File: config.mk
export PLATFORM = sky130hd
export DESIGN_NAME = apb_slave_regfile_flat
export DESIGN_NICKNAME = d
export VERILOG_FILES = /design/src/rtl/apb_slave_regfile_if.sv /design/src/rtl/apb_slave_regfile.sv /design/src/flat_wrapper.sv
export SDC_FILE = /design/constraint.sdc
export NUM_CORES = 1
export LEC_CHECK = 0
export CAP_MARGIN = 10
export CORE_MARGIN = 5
export CORE_UTILIZATION = 55
export DETAILED_ROUTE_END_ITERATION = 16
export PLACE_DENSITY_LB_ADDON = 0.12
export SYNTH_ARGS = -nofsm -noshare
export SYNTH_HDL_FRONTEND = slang
export SYNTH_SLANG_ARGS = --single-unit
File: constraint.sdc
create_clock -name PCLK -period 6.8 [get_ports PCLK]
set_clock_uncertainty 0.15 [all_clocks]
set_input_delay 0.68 -clock PCLK [delete_from_list [all_inputs] [get_ports PCLK]]
set_output_delay 0.68 -clock PCLK [all_outputs]
set_load 0.03 [all_outputs]
File: src/rtl/apb_slave_regfile_if.sv
// apb_slave_regfile_if: APB4 bus signals between the PSEL0 master and the register-file completer
interface apb_slave_regfile_if #(
  parameter int ADDR_WIDTH = 32,
  parameter int DATA_WIDTH = 32
);
  localparam int STRB_WIDTH = DATA_WIDTH / 8;
  logic                  PSEL;
  logic                  PENABLE;
  logic                  PWRITE;
  logic [ADDR_WIDTH-1:0] PADDR;
  logic [DATA_WIDTH-1:0] PWDATA;
  logic [STRB_WIDTH-1:0] PSTRB;
  logic [2:0]            PPROT;
  logic                  PREADY;
  logic [DATA_WIDTH-1:0] PRDATA;
  logic                  PSLVERR;
  modport master (output PSEL, PENABLE, PWRITE, PADDR, PWDATA, PSTRB, PPROT, input PREADY, PRDATA, PSLVERR);
  modport slave (input PSEL, PENABLE, PWRITE, PADDR, PWDATA, PSTRB, PPROT, output PREADY, PRDATA, PSLVERR);
endinterface

File: src/rtl/apb_slave_regfile.sv
// apb_slave_regfile: APB4 completer with byte-strobe RW registers, a read-only ID word and wait states
module apb_slave_regfile #(
  parameter int                    ADDR_WIDTH  = 32,
  parameter int                    DATA_WIDTH  = 32,
  parameter int                    STRB_WIDTH  = DATA_WIDTH / 8,
  parameter logic [ADDR_WIDTH-1:0] BASE_ADDR   = 32'h0000_0FA0,
  parameter int                    NUM_REGS    = 4,
  parameter int                    WAIT_CYCLES = 0,
  parameter logic [DATA_WIDTH-1:0] ID_VALUE    = 32'hA5B4_0001,
  localparam int                   IW          = $clog2(NUM_REGS)
) (
  input  logic                 PCLK,
  input  logic                 PRESETn,
  apb_slave_regfile_if.slave   apb,
  output logic                 wr_pulse,
  output logic [IW-1:0]        wr_index
);
  typedef enum logic [1:0] {IDLE, WAIT, DONE} state_t;
  state_t                state, next;
  logic [ADDR_WIDTH-1:0] addr_q;
  logic                  wr_q;
  logic [DATA_WIDTH-1:0] wdata_q;
  logic [STRB_WIDTH-1:0] strb_q;
  logic [3:0]            cnt;
  logic [DATA_WIDTH-1:0] regs [NUM_REGS-1];
  logic                  setup, access, cur_wr, err, commit;
  logic [ADDR_WIDTH-1:0] cur_addr, idx_full;
  logic [IW-1:0]         idx;
  logic [DATA_WIDTH-1:0] rd;
  assign setup  = apb.PSEL & !apb.PENABLE;
  assign access = apb.PSEL & apb.PENABLE;
  // In IDLE the transfer being decoded is the one on the bus; afterwards it is the latched one
  assign cur_addr = state == IDLE ? apb.PADDR : addr_q;
  assign cur_wr   = state == IDLE ? apb.PWRITE : wr_q;
  assign idx_full = (cur_addr - BASE_ADDR) >> 2;
  assign idx      = idx_full[IW-1:0];
  assign err      = |cur_addr[1:0] | (cur_addr < BASE_ADDR) | (idx_full >= ADDR_WIDTH'(NUM_REGS))
                  | (cur_wr & (idx_full == ADDR_WIDTH'(NUM_REGS - 1)));
  assign commit   = state == DONE & wr_q & !err;
  // read mux: the top index falls through to the constant ID word
  always_comb begin
    rd = ID_VALUE;
    for (int i = 0; i < NUM_REGS - 1; i++) if (idx == IW'(i)) rd = regs[i];
  end
  // next state: WAIT leaves early to IDLE whenever the master drops the access phase
  always_comb begin
    next = state == IDLE ? (setup ? (WAIT_CYCLES == 0 ? DONE : WAIT) : IDLE)
         : state == WAIT ? (!access ? IDLE : cnt == 4'd1 ? DONE : WAIT)
         : IDLE;
  end
  // state register, transfer capture and wait-state counter
  always_ff @(posedge PCLK or negedge PRESETn) begin
    if (!PRESETn) begin
      state   <= IDLE;
      addr_q  <= '0;
      wr_q    <= 1'b0;
      wdata_q <= '0;
      strb_q  <= '0;
      cnt     <= '0;
    end else begin
      state <= next;
      if (state == IDLE && setup) begin
        addr_q  <= apb.PADDR;
        wr_q    <= apb.PWRITE;
        wdata_q <= apb.PWDATA;
        strb_q  <= apb.PSTRB;
        cnt     <= 4'(WAIT_CYCLES);
      end else if (state == WAIT && access) cnt <= cnt - 4'd1;
    end
  end
  // registered response, valid only for the single DONE cycle
  always_ff @(posedge PCLK or negedge PRESETn) begin
    if (!PRESETn) begin
      apb.PREADY  <= 1'b0;
      apb.PSLVERR <= 1'b0;
      apb.PRDATA  <= '0;
      wr_pulse    <= 1'b0;
      wr_index    <= '0;
    end else begin
      apb.PREADY  <= next == DONE;
      apb.PSLVERR <= next == DONE & err;
      apb.PRDATA  <= (next == DONE && !cur_wr && !err) ? rd : '0;
      wr_pulse    <= commit;
      if (commit) wr_index <= idx;
    end
  end
  // byte-lane write commit at the edge that ends DONE
  always_ff @(posedge PCLK or negedge PRESETn) begin
    if (!PRESETn) begin
      for (int i = 0; i < NUM_REGS - 1; i++) regs[i] <= '0;
    end else begin
      for (int i = 0; i < NUM_REGS - 1; i++)
        for (int k = 0; k < STRB_WIDTH; k++)
          if (commit && idx == IW'(i) && strb_q[k]) regs[i][8*k +: 8] <= wdata_q[8*k +: 8];
    end
  end
endmodule

File: src/flat_wrapper.sv
// flat-port wrapper written by rule: the top's interface ports become plain ports
module apb_slave_regfile_flat 
#(
  parameter int                    ADDR_WIDTH  = 32,
  parameter int                    DATA_WIDTH  = 32,
  parameter int                    STRB_WIDTH  = DATA_WIDTH / 8,
  parameter logic [ADDR_WIDTH-1:0] BASE_ADDR   = 32'h0000_0FA0,
  parameter int                    NUM_REGS    = 4,
  parameter int                    WAIT_CYCLES = 0,
  parameter logic [DATA_WIDTH-1:0] ID_VALUE    = 32'hA5B4_0001,
  localparam int                   IW          = $clog2(NUM_REGS)
)
  (PCLK, PRESETn, wr_pulse, wr_index, apb_PSEL, apb_PENABLE, apb_PWRITE, apb_PADDR, apb_PWDATA, apb_PSTRB, apb_PPROT, apb_PREADY, apb_PRDATA, apb_PSLVERR);
  apb_slave_regfile_if #(.ADDR_WIDTH(ADDR_WIDTH), .DATA_WIDTH(DATA_WIDTH)) apb_i ();
  input  logic PCLK;
  input  logic PRESETn;
  output logic wr_pulse;
  output logic [IW-1:0] wr_index;
  input wire logic [$bits(apb_i.PSEL)-1:0] apb_PSEL;
  input wire logic [$bits(apb_i.PENABLE)-1:0] apb_PENABLE;
  input wire logic [$bits(apb_i.PWRITE)-1:0] apb_PWRITE;
  input wire logic [$bits(apb_i.PADDR)-1:0] apb_PADDR;
  input wire logic [$bits(apb_i.PWDATA)-1:0] apb_PWDATA;
  input wire logic [$bits(apb_i.PSTRB)-1:0] apb_PSTRB;
  input wire logic [$bits(apb_i.PPROT)-1:0] apb_PPROT;
  output wire logic [$bits(apb_i.PREADY)-1:0] apb_PREADY;
  output wire logic [$bits(apb_i.PRDATA)-1:0] apb_PRDATA;
  output wire logic [$bits(apb_i.PSLVERR)-1:0] apb_PSLVERR;
  assign apb_i.PSEL = apb_PSEL;
  assign apb_i.PENABLE = apb_PENABLE;
  assign apb_i.PWRITE = apb_PWRITE;
  assign apb_i.PADDR = apb_PADDR;
  assign apb_i.PWDATA = apb_PWDATA;
  assign apb_i.PSTRB = apb_PSTRB;
  assign apb_i.PPROT = apb_PPROT;
  assign apb_PREADY = apb_i.PREADY;
  assign apb_PRDATA = apb_i.PRDATA;
  assign apb_PSLVERR = apb_i.PSLVERR;
  apb_slave_regfile #(.ADDR_WIDTH(ADDR_WIDTH), .DATA_WIDTH(DATA_WIDTH), .STRB_WIDTH(STRB_WIDTH), .BASE_ADDR(BASE_ADDR), .NUM_REGS(NUM_REGS), .WAIT_CYCLES(WAIT_CYCLES), .ID_VALUE(ID_VALUE)) u_core (.PCLK(PCLK), .PRESETn(PRESETn), .apb(apb_i), .wr_pulse(wr_pulse), .wr_index(wr_index));
endmodule
==> results of run 1 <==
routing by layer:
layer  track usage  vias to the layer above  part of all wire
li1              -                     3231                 -
met1         0.309                     3622              0.44
met2         0.403                      172              0.50
met3        0.0355                       37             0.042
met4        0.0579                        0             0.019
met5             0                        -                 0
worst reg2reg max path: stages, from the launching register on:
cell and delay [ps]:
dfrtp_1 320, buf_4 300, or2_1 870, a221oi_1 360
a2111oi_0 770, o221a_1 300, o2111ai_1 200, or3_1 850
nor4_4 850, mux2_2 420
placed cells by master (no fill, tap or decap), types with 4 or more instances in the layout:
cell type | netlist | final
o211ai_1 | 5 | 5
nor3_1 | 11 | 11
a21oi_1 | 67 | 67
mux2i_1 | 19 | 18
o21ai_0 | 6 | 6
nor2_1 | 24 | 24
nand3_1 | 4 | 4
mux2_4 | 72 | 72
buf_4 | 2 | 22
nand4_1 | 4 | 4
xnor2_1 | 5 | 5
nor4_1 | 20 | 19
mux2_2 | 97 | 97
nor3b_1 | 5 | 4
nand3b_1 | 4 | 4
nor2b_1 | 23 | 23
nand2_1 | 108 | 108
clkdlybuf4s50_1 | 0 | 108
o31ai_1 | 6 | 6
clkbuf_16 | 0 | 23
or3_1 | 4 | 4
clkbuf_8 | 0 | 8
o221a_2 | 9 | 9
nor4_4 | 12 | 12
or4_1 | 6 | 6
dfrtp_1 | 208 | 208
synthesized netlist by cell type, types with 3 or more instances:
master | n | area [sq um]
dfrtp_1 | 208 | 5200
nand2_1 | 108 | 405
mux2_2 | 97 | 1090
mux2_4 | 72 | 1080
a21oi_1 | 67 | 335
clkbuf_1 | 25 | 93.8
nor2_1 | 24 | 90.1
nor2b_1 | 23 | 144
nor4_1 | 20 | 125
mux2i_1 | 19 | 190
nor4_4 | 12 | 255
nor3_1 | 11 | 55.1
o221a_2 | 9 | 101
buf_2 | 6 | 30.0
buf_6 | 6 | 67.6
o21ai_0 | 6 | 30.0
o31ai_1 | 6 | 45.0
or4_1 | 6 | 45.0
nor3b_1 | 5 | 37.5
o211ai_1 | 5 | 37.5
xnor2_1 | 5 | 43.8
nand3_1 | 4 | 20.0
nand3b_1 | 4 | 30.0
nand4_1 | 4 | 25.0
or3_1 | 4 | 25.0
a21o_1 | 3 | 22.5
and3_1 | 3 | 18.8
ha_1 | 3 | 37.5
inv_1 | 3 | 11.3
o2111ai_1 | 3 | 26.3
o21bai_1 | 3 | 22.5
per-stage QoR:
stage,hold slack [ps],utilization
final,361,0.680
after global routing,367,0.680
after CTS,359,0.680
after detailed placement,342,0.638
after global placement,337,0.638
after floorplan,234,-
cell families (layout without fill, tap and decap cells):
kind of cell / Yosys count / in the layout
muxes: 188 / 188
AOI/OAI and AO/OA: 128 / 128
buffers and inverters: 42 / 173
and+or+nand+nor: 245 / 245
xor gates and xnor gates: 6 / 6
DFF: 208 / 208
adders and majority gates: 3 / 3
power by group:
| group | switching [mW] | internal (mW) |
|---|---|---|
| sequential | 0.0863 | 1.31 |
| combinational | 0.168 | 0.150 |
| clock | 0.498 | 0.735 |
registers in the layout, indices dropped and copies added, names as in the netlist, 2 cells and up:
| signal | flops |
|---|---|
| u_core.strb_q | 4 |
| u_core.addr_q | 32 |
| u_core.wdata_q | 32 |
| u_core.regs | 96 |
| u_core.apb.PRDATA | 32 |
| u_core.wr_index | 2 |
| u_core.state | 2 |
| u_core.cnt | 4 |
cell type report:
class / count / share of cell area
multi-input cells: 570 / 0.388
flip-flops and latches: 208 / 0.423
well taps: 229 / 0.0233
repair buffers: 132 / 0.103
clock inverters: 7 / 0.00671
inverters: 3 / 0.000915
clock buffers: 31 / 0.0549
worst paths after layout:
kind | slack (ps) | end | start
setup / recovery | 1300 | u_core.regs[83]$_DFFE_PN0P_ | u_core.state[1]$_DFF_PN0_
hold / removal | 360 | u_core.addr_q[7]$_DFFE_PN0P_ | u_core.addr_q[7]$_DFFE_PN0P_
setup reg to reg | 1300 | u_core.regs[83]$_DFFE_PN0P_ | u_core.state[1]$_DFF_PN0_
hold reg to reg | 360 | u_core.addr_q[7]$_DFFE_PN0P_ | u_core.addr_q[7]$_DFFE_PN0P_
max in group asynchronous | 4640 | u_core.wdata_q[27]$_DFFE_PN0P_ | PRESETn
min in group asynchronous | 500 | u_core.apb.PRDATA[7]$_DFF_PN0_ | PRESETn
==> impl_metrics.json, run 1 <==
{
  "synth_edf_count": 0,
  "vias": 7062,
  "synth_xor_area_frac": 0.00517,
  "fin_cells": 1180,
  "clock_latency_ps": 520,
  "cp.depth": 9,
  "critical_path_required_ps": 7050,
  "final_area_sq_um": 12300,
  "r2r_cells": 9,
  "final_hold_viol_count": 0,
  "synth_adder_area_share": 0.00369,
  "syn_inst": 820,
  "path_clk_slew_ps": 60,
  "cts_hold_buffers": 1,
  "hold_path.class": "reg2reg",
  "drive_above_1_share": 0.278,
  "wire_per_inst_um": 20.8,
  "core_area_sq_um": 18100,
  "path_delay_family": "simple AND/OR/NAND/NOR gates",
  "cts_setup_buffers": 0,
  "cts_tree": "done",
  "grt_pass1_vias": 7722,
  "clock-sinks": 208,
  "slowest_delay_ps": 860,
  "boundaryPins": 113,
  "grt_antenna_before_repair": 0,
  "tns_ps": 0,
  "ir_drop_v": 0.000229,
  "hold-path-cell-count": 1,
  "critPathLaunchType": "flop",
  "postSynth.asyncResetShare": 1.00,
  "synth-simple-area-share": 0.142,
  "detail-route-antenna-nets": 0,
  "drt_iter0_drc": 500,
  "cts_resized": 0,
  "area_growth_pct": 21.0,
  "grt-ovfl-total": 0,
  "std_cell_rows": 49,
  "nFillCells": 1286,
  "yosys_warnings": 0,
  "synth_compound_area_frac": 0.0834,
  "finalSetupViolations": 0,
  "endpoint_kind": "flop",
  "ys_types": 65,
  "status": "finished, final reports clean",
  "power_density_nw_per_um2": 240,
  "dp_cells": 1141,
  "cts_inserted_buffers": 23,
  "period_minus_slack_ps": 5500,
  "syn-num-nets": 899,
  "slew_violations": 0,
  "fp.dieH_um": 146,
  "multi_input_area_sq_um": 4770,
  "viasPerCell": 5.98,
  "totalWireLength_um": 24500,
  "clock_path_buffers": 3,
  "crit_path_top_delay_cell": "or2_1",
  "rsz0062_at_grt": "no",
  "finalPower_mw": 2.95,
  "drc": 0,
  "worst_pin_slew_ps": 1170,
  "synth_top_family_by_area": "multiplexers",
  "syn-cell-area_sq_um": 10200,
  "p_leak_nw": 5.44,
  "numPortBuffers": 109,
  "gp_congestion": 0.871,
  "die_area_sq_um": 21300,
  "initial_core_util": 0.562,
  "max_freq_mhz": 182,
  "critical_path_class": "reg2reg",
  "period_share": 0.808,
  "diodes": 0,
  "cp_data_arrival_time_ps": 5750,
  "grt_pass1_wl_um": 40800,
  "grt_max_degree": 85,
  "avgSynthCellArea_sq_um": 12.4,
  "place_area_sq_um": 11500,
  "worstPathCellList": "buf_4 > or2_1 > a221oi_1 > a2111oi_0 > o221a_1 > o2111ai_1 > or3_1 > nor4_4 > mux2_2",
  "maxSlewHeadroom": 0.219,
  "cts_root_buffer": "clkbuf_16",
  "synth-seq-cells": 208,
  "ys_seq_area_frac": 0.512,
  "max-cap-violations": 0,
  "h-tree-depth": 1,
  "crit_buf_inv": 1,
  "fin_ws_ps": 1300,
  "synth_mux_area_frac": 0.232,
  "die_width_um": 146,
  "dp_slack_ps": 1350,
  "grt.total_usage": 0.232,
  "critical_path.max_fanout": 28,
  "post-dp-hpwl_um": 16200,
  "layout.nets": 1017,
  "ys.flop_type": "dfrtp_1",
  "seq_area_sq_um": 5200,
  "dr.pass1.iters": 4
}
Note: power is estimated with default switching activity, not from simulation.
==> run 2: changes to the inputs <==
==> constraint.sdc (replaced) <==
create_clock -name PCLK -period 5.45 [get_ports PCLK]
set_clock_uncertainty 0.15 [all_clocks]
set_input_delay 0.545 -clock PCLK [delete_from_list [all_inputs] [get_ports PCLK]]
set_output_delay 0.545 -clock PCLK [all_outputs]
set_load 0.03 [all_outputs]
==> impl_metrics.json, run 2 (synthesis gave the netlist of run 1 again) <==
{
  "drive_above_1_share": 0.283,
  "period_minus_slack_ps": 4450,
  "post-dp-hpwl_um": 16300,
  "cts_inserted_buffers": 23,
  "drc": 0,
  "ir_drop_v": 0.000222,
  "cts_hold_buffers": 0,
  "power_density_nw_per_um2": 299,
  "clock_latency_ps": 500,
  "cts_root_buffer": "clkbuf_16",
  "critical_path_class": "reg2reg",
  "critical_path_required_ps": 5690,
  "clock-sinks": 208,
  "tns_ps": 0,
  "crit_top_cell": "buf_4",
  "gp_congestion": 0.855,
  "max_freq_mhz": 225,
  "multi_input_area_sq_um": 4770,
  "grt_max_degree": 130,
  "vias": 7163,
  "std_cell_rows": 49,
  "r2r_cells": 10,
  "final_common_cell": "dfrtp_1",
  "final_util": 0.685,
  "cp_data_arrival_time_ps": 4690,
  "largest_register_ff_count": 96,
  "status": "finished, final reports clean",
  "cts_tree": "done",
  "slew_violations": 0,
  "worstPathCellList": "or2_1 > a21oi_1 > or4_1 > or4_4 > a221oi_2 > nand4_4 > buf_4 > nor4_4 > buf_4 > mux2_2",
  "clock_path_buffers": 3,
  "detail-route-antenna-nets": 0,
  "worst_pin_slew_ps": 1040,
  "grt_pass1_vias": 7647,
  "maxSlewHeadroom": 0.307,
  "h-tree-depth": 1,
  "period_share": 0.817,
  "grt_antenna_before_repair": 0,
  "diodes": 0,
  "viasPerCell": 6.01,
  "initial_core_util": 0.562,
  "nFillCells": 1282,
  "p_leak_nw": 5.48,
  "crit_path_top_delay_cell": "or2_1",
  "finalPower_mw": 3.70,
  "critical_path.max_fanout": 22,
  "area_growth_pct": 21.8,
  "boundaryPins": 113,
  "max-cap-violations": 0,
  "die_width_um": 146,
  "layout.nets": 1025,
  "rsz0062_at_grt": "no",
  "grt-ovfl-total": 0,
  "cts_resized": 0,
  "path_clk_slew_ps": 60,
  "finalSetupViolations": 0,
  "totalWireLength_um": 24800,
  "final_hold_viol_count": 0,
  "drt_iter0_drc": 508,
  "endpoint_kind": "flop",
  "wire_per_inst_um": 20.9,
  "final_cell_mix": "dfrtp_1 (208), nand2_1 (108), clkdlybuf4s50_1 (108), mux2_2 (97), mux2_4 (72)",
  "hold_path.class": "in2async",
  "largest-register": "u_core.regs",
  "cts_setup_buffers": 0,
  "fp.dieH_um": 146,
  "critPathLaunchType": "flop",
  "numPortBuffers": 109,
  "grt.total_usage": 0.231,
  "core_area_sq_um": 18100,
  "seq_area_sq_um": 5200,
  "slowest_delay_ps": 700,
  "dr.pass1.iters": 7,
  "grt_pass1_wl_um": 40400,
  "die_area_sq_um": 21300
}
==> run 2: changes by cell type in the layout (fill, tap and decap cells not counted), sizes merged <==
cell	before	now
clkbuf	32	35
buf	22	31
dlygate4sd3	1	0
clkinv	5	2
bufinv	1	2
clkinvlp	0	2
==> run 2: per-stage QoR <==
step / setup slack (ps) / hold WS, ps / instances / cell area (sq um)
after floorplan: 617 / 99.4 / 820 / 10200
after global placement: 921 / 336 / 1150 / 11600
after detailed placement: 856 / 343 / 1150 / 11600
after CTS: 996 / 88.9 / 1191 / 12400
after global routing: 790 / 100 / 1191 / 12400
final: 996 / 25.5 / 1191 / 12400
==> run 2: worst max-delay path, delay by kind of cell, from the launching register on <==
| family | cells | cell delay, ps |
|---|---|---|
| and+or+nand+nor | 5 | 2370 |
| AOI/OAI and AO/OA | 2 | 610 |
| DFF | 1 | 340 |
| buffers and inverters | 2 | 510 |
| muxes | 1 | 350 |
==> run 2: final cells by class <==
type / instances / area share
Multi-Input combinational cell: 570 / 0.385
Sequential cell: 208 / 0.420
Clock inverter: 7 / 0.00758
Clock buffer: 34 / 0.0547
Inverter: 3 / 0.000909
Timing Repair Buffer: 140 / 0.108
Tap cell: 229 / 0.0231
==> run 2: worst paths after layout <==
path / start / end / slack, ps
worst max-delay path: u_core.state[1]$_DFF_PN0_ / u_core.regs[85]$_DFFE_PN0P_ / 1000
worst min-delay path: PRESETn / u_core.apb.PRDATA[5]$_DFF_PN0_ / 30
worst max register to register: u_core.state[1]$_DFF_PN0_ / u_core.regs[85]$_DFFE_PN0P_ / 1000
worst min register to register: u_core.addr_q[0]$_DFFE_PN0P_ / u_core.addr_q[0]$_DFFE_PN0P_ / 350
max in group asynchronous: PRESETn / u_core.addr_q[19]$_DFFE_PN0P_ / 3890
min in group PCLK: u_core.addr_q[0]$_DFFE_PN0P_ / u_core.addr_q[0]$_DFFE_PN0P_ / 350
==> run 2: routing by layer <==
layer,GRT usage,part of all wire,routed length (um)
met1,0.306,0.43,10800
met2,0.397,0.50,12500
met3,0.0349,0.045,1120
met4,0.0644,0.018,459
met5,0,0,0
==> run 2: where the power goes <==
group	internal [mW]	switching [mW]	total [mW]	leakage [nW]
logic	0.189	0.212	0.401	2.36
registers	1.64	0.110	1.75	2.75
clock network	0.953	0.603	1.56	0.373
total	2.78	0.925	3.70	5.48
==> run 3: changes to the inputs <==
==> constraint.sdc (replaced) <==
create_clock -name PCLK -period 4.15 [get_ports PCLK]
set_clock_uncertainty 0.15 [all_clocks]
set_input_delay 0.415 -clock PCLK [delete_from_list [all_inputs] [get_ports PCLK]]
set_output_delay 0.415 -clock PCLK [all_outputs]
set_load 0.03 [all_outputs]
==> impl_metrics.json, run 3 (synthesis gave the netlist of run 1 again) <==
{
  "status": "finished, final reports clean",
  "r2r_slack_ps": 120,
  "dr.pass1.iters": 5,
  "dp_cells": 1193,
  "final_common_cell": "dfrtp_1",
  "grt_pass1_wl_um": 41500,
  "wire_per_inst_um": 20.3,
  "fin_cells": 1239,
  "tns_ps": 0,
  "post-dp-hpwl_um": 17000,
  "gp_congestion": 0.864,
  "cts_inserted_buffers": 23,
  "hold_path.class": "reg2reg",
  "std_cell_rows": 49,
  "max_freq_mhz": 248,
  "fp.dieH_um": 146,
  "topRoutingLayerUsed": "met4",
  "layout.nets": 1072,
  "clock_latency_ps": 510,
  "slowest_delay_ps": 530,
  "grt_max_degree": 106,
  "path_clk_slew_ps": 60,
  "h-tree-depth": 1,
  "final_cell_mix": "dfrtp_1 (207), nand2_1 (108), clkdlybuf4s50_1 (108), mux2_2 (97), mux2_4 (72)",
  "path_delay_family": "simple AND/OR/NAND/NOR gates",
  "clock-sinks": 208,
  "largest-register": "u_core.regs",
  "die_area_sq_um": 21300,
  "critical_path_required_ps": 4380,
  "clock_path_buffers": 3,
  "endpoint_kind": "flop",
  "ir_drop_v": 0.000289,
  "drc": 0,
  "maxSlewHeadroom": 0.305,
  "cts_root_buffer": "clkbuf_16",
  "initial_core_util": 0.562,
  "r2r-start": "u_core.state[0]$_DFF_PN0_",
  "finalSetupViolations": 0,
  "crit_start": "u_core.state[0]$_DFF_PN0_",
  "r2r-end": "u_core.regs[77]$_DFFE_PN0P_",
  "rsz0062_at_grt": "no",
  "wl_met1_um": 10600,
  "final_hold_viol_count": 0,
  "r2r_cells": 11,
  "diodes": 0,
  "crit_buf_inv": 3,
  "worstHoldStart": "u_core.regs[84]$_DFFE_PN0P_",
  "cp.depth": 11,
  "period_minus_slack_ps": 4030,
  "crit_path_end": "u_core.regs[77]$_DFFE_PN0P_",
  "numPortBuffers": 109,
  "drive_above_1_share": 0.327,
  "viasPerCell": 5.87,
  "boundaryPins": 113,
  "area_growth_pct": 27.7,
  "max-cap-violations": 0,
  "period_share": 0.971,
  "slew_violations": 0,
  "totalWireLength_um": 25200,
  "grt_antenna_before_repair": 0,
  "cp_data_arrival_time_ps": 4270,
  "nFillCells": 1274,
  "grt_pass1_vias": 7852,
  "critical_path.max_fanout": 16,
  "critical_path_class": "reg2reg",
  "crit_path_top_delay_cell": "or4_1",
  "power_density_nw_per_um2": 377,
  "largest_register_ff_count": 96,
  "critPathLaunchType": "flop",
  "grt-ovfl-total": 0,
  "die_width_um": 146,
  "cts_tree": "done",
  "core_area_sq_um": 18100,
  "worst_pin_slew_ps": 1040,
  "grt.total_usage": 0.236,
  "routed-wl-met3_um": 1120,
  "wl_met2_um": 12800,
  "p_leak_nw": 5.78,
  "detail-route-antenna-nets": 0,
  "worstPathCellList": "buf_12 > or4_1 > o31a_1 > or3_1 > or4_1 > a221oi_4 > nand4_4 > buf_12 > nor4_4 > buf_4 > mux2_2",
  "drt_iter0_drc": 502,
  "vias": 7276
}
[run 3: cell count changes in the layout (fill, tap and decap cells not counted), moves of 2 or more]
cell / change
buf_4: +28
buf_12: +17
clkbuf_1: -5
clkbuf_8: -5
clkinv_4: +4
clkinv_2: +3
clkinvlp_4: +2
inv_6: +2
[run 3: final cells by class]
class                      instances  area, sq um  share of cell area
multi-input combinational        570         4810               0.370
clock inverter                    18          176              0.0136
tap                              229          287              0.0221
sequential                       208         5210               0.401
clock buffer                      24          589              0.0454
inverter                           3         11.3            0.000867
timing repair buffer             187         1910               0.147
[run 3: layer usage]
metal  vias up  track usage
met3        55       0.0371
met4         0       0.0663
met2       210        0.412
li1       3359            -
met1      3652        0.307
met5         -            0
[run 3: power by group]
part | leakage, nW | internal (mW) | switching, mW
Combinational | 2.66 | 0.284 | 0.291
Clock | 0.369 | 1.18 | 0.858
Sequential | 2.75 | 2.15 | 0.140
Total | 5.78 | 3.61 | 1.29
[run 3: what timing repair did]
action	in CTS	in global routing
endpoints found under the hold margin	103	0
endpoints found under the setup margin	0	99
hold buffers	1	0
buffers inserted	0	3
gates resized for setup	0	5
[run 3: worst register-to-register path, stage by stage (launching register included)]
cell and delay (ps):
dfrtp_2 480, buf_12 180, or4_1 540, o31a_1 150
or3_1 360, or4_1 500, a221oi_4 360, nand4_4 120
buf_12 200, nor4_4 280, buf_4 230, mux2_2 360
[run 3: worst min path at each step]
stage	endpoint	slack, ps	cells past startpoint
after floorplan	u_core.addr_q[0]$_DFFE_PN0P_	-30	0
after global placement	u_core.addr_q[1]$_DFFE_PN0P_	340	1
after detailed placement	u_core.regs[57]$_DFFE_PN0P_	340	1
after CTS	u_core.wdata_q[27]$_DFFE_PN0P_	350	2
after global routing	u_core.wdata_q[27]$_DFFE_PN0P_	370	2
final	u_core.regs[84]$_DFFE_PN0P_	360	1
[run 3: metrics by stage]
| stage | utilization | setup WS [ps] | total power [mW] | cell area (sq um) | hold WS, ps |
|---|---|---|---|---|---|
| global placement | 0.672 | -75.5 | 2.86 | 12200 | 337 |
| detailed placement | 0.672 | -118 | 2.89 | 12200 | 343 |
| CTS | 0.715 | 9.38 | 4.93 | 12900 | 355 |
| floorplan | - | -163 | 2.60 | 10200 | -30.6 |
| finish | 0.718 | 119 | 4.90 | 13000 | 358 |
| global route | 0.718 | 1.36 | 5.10 | 13000 | 368 |
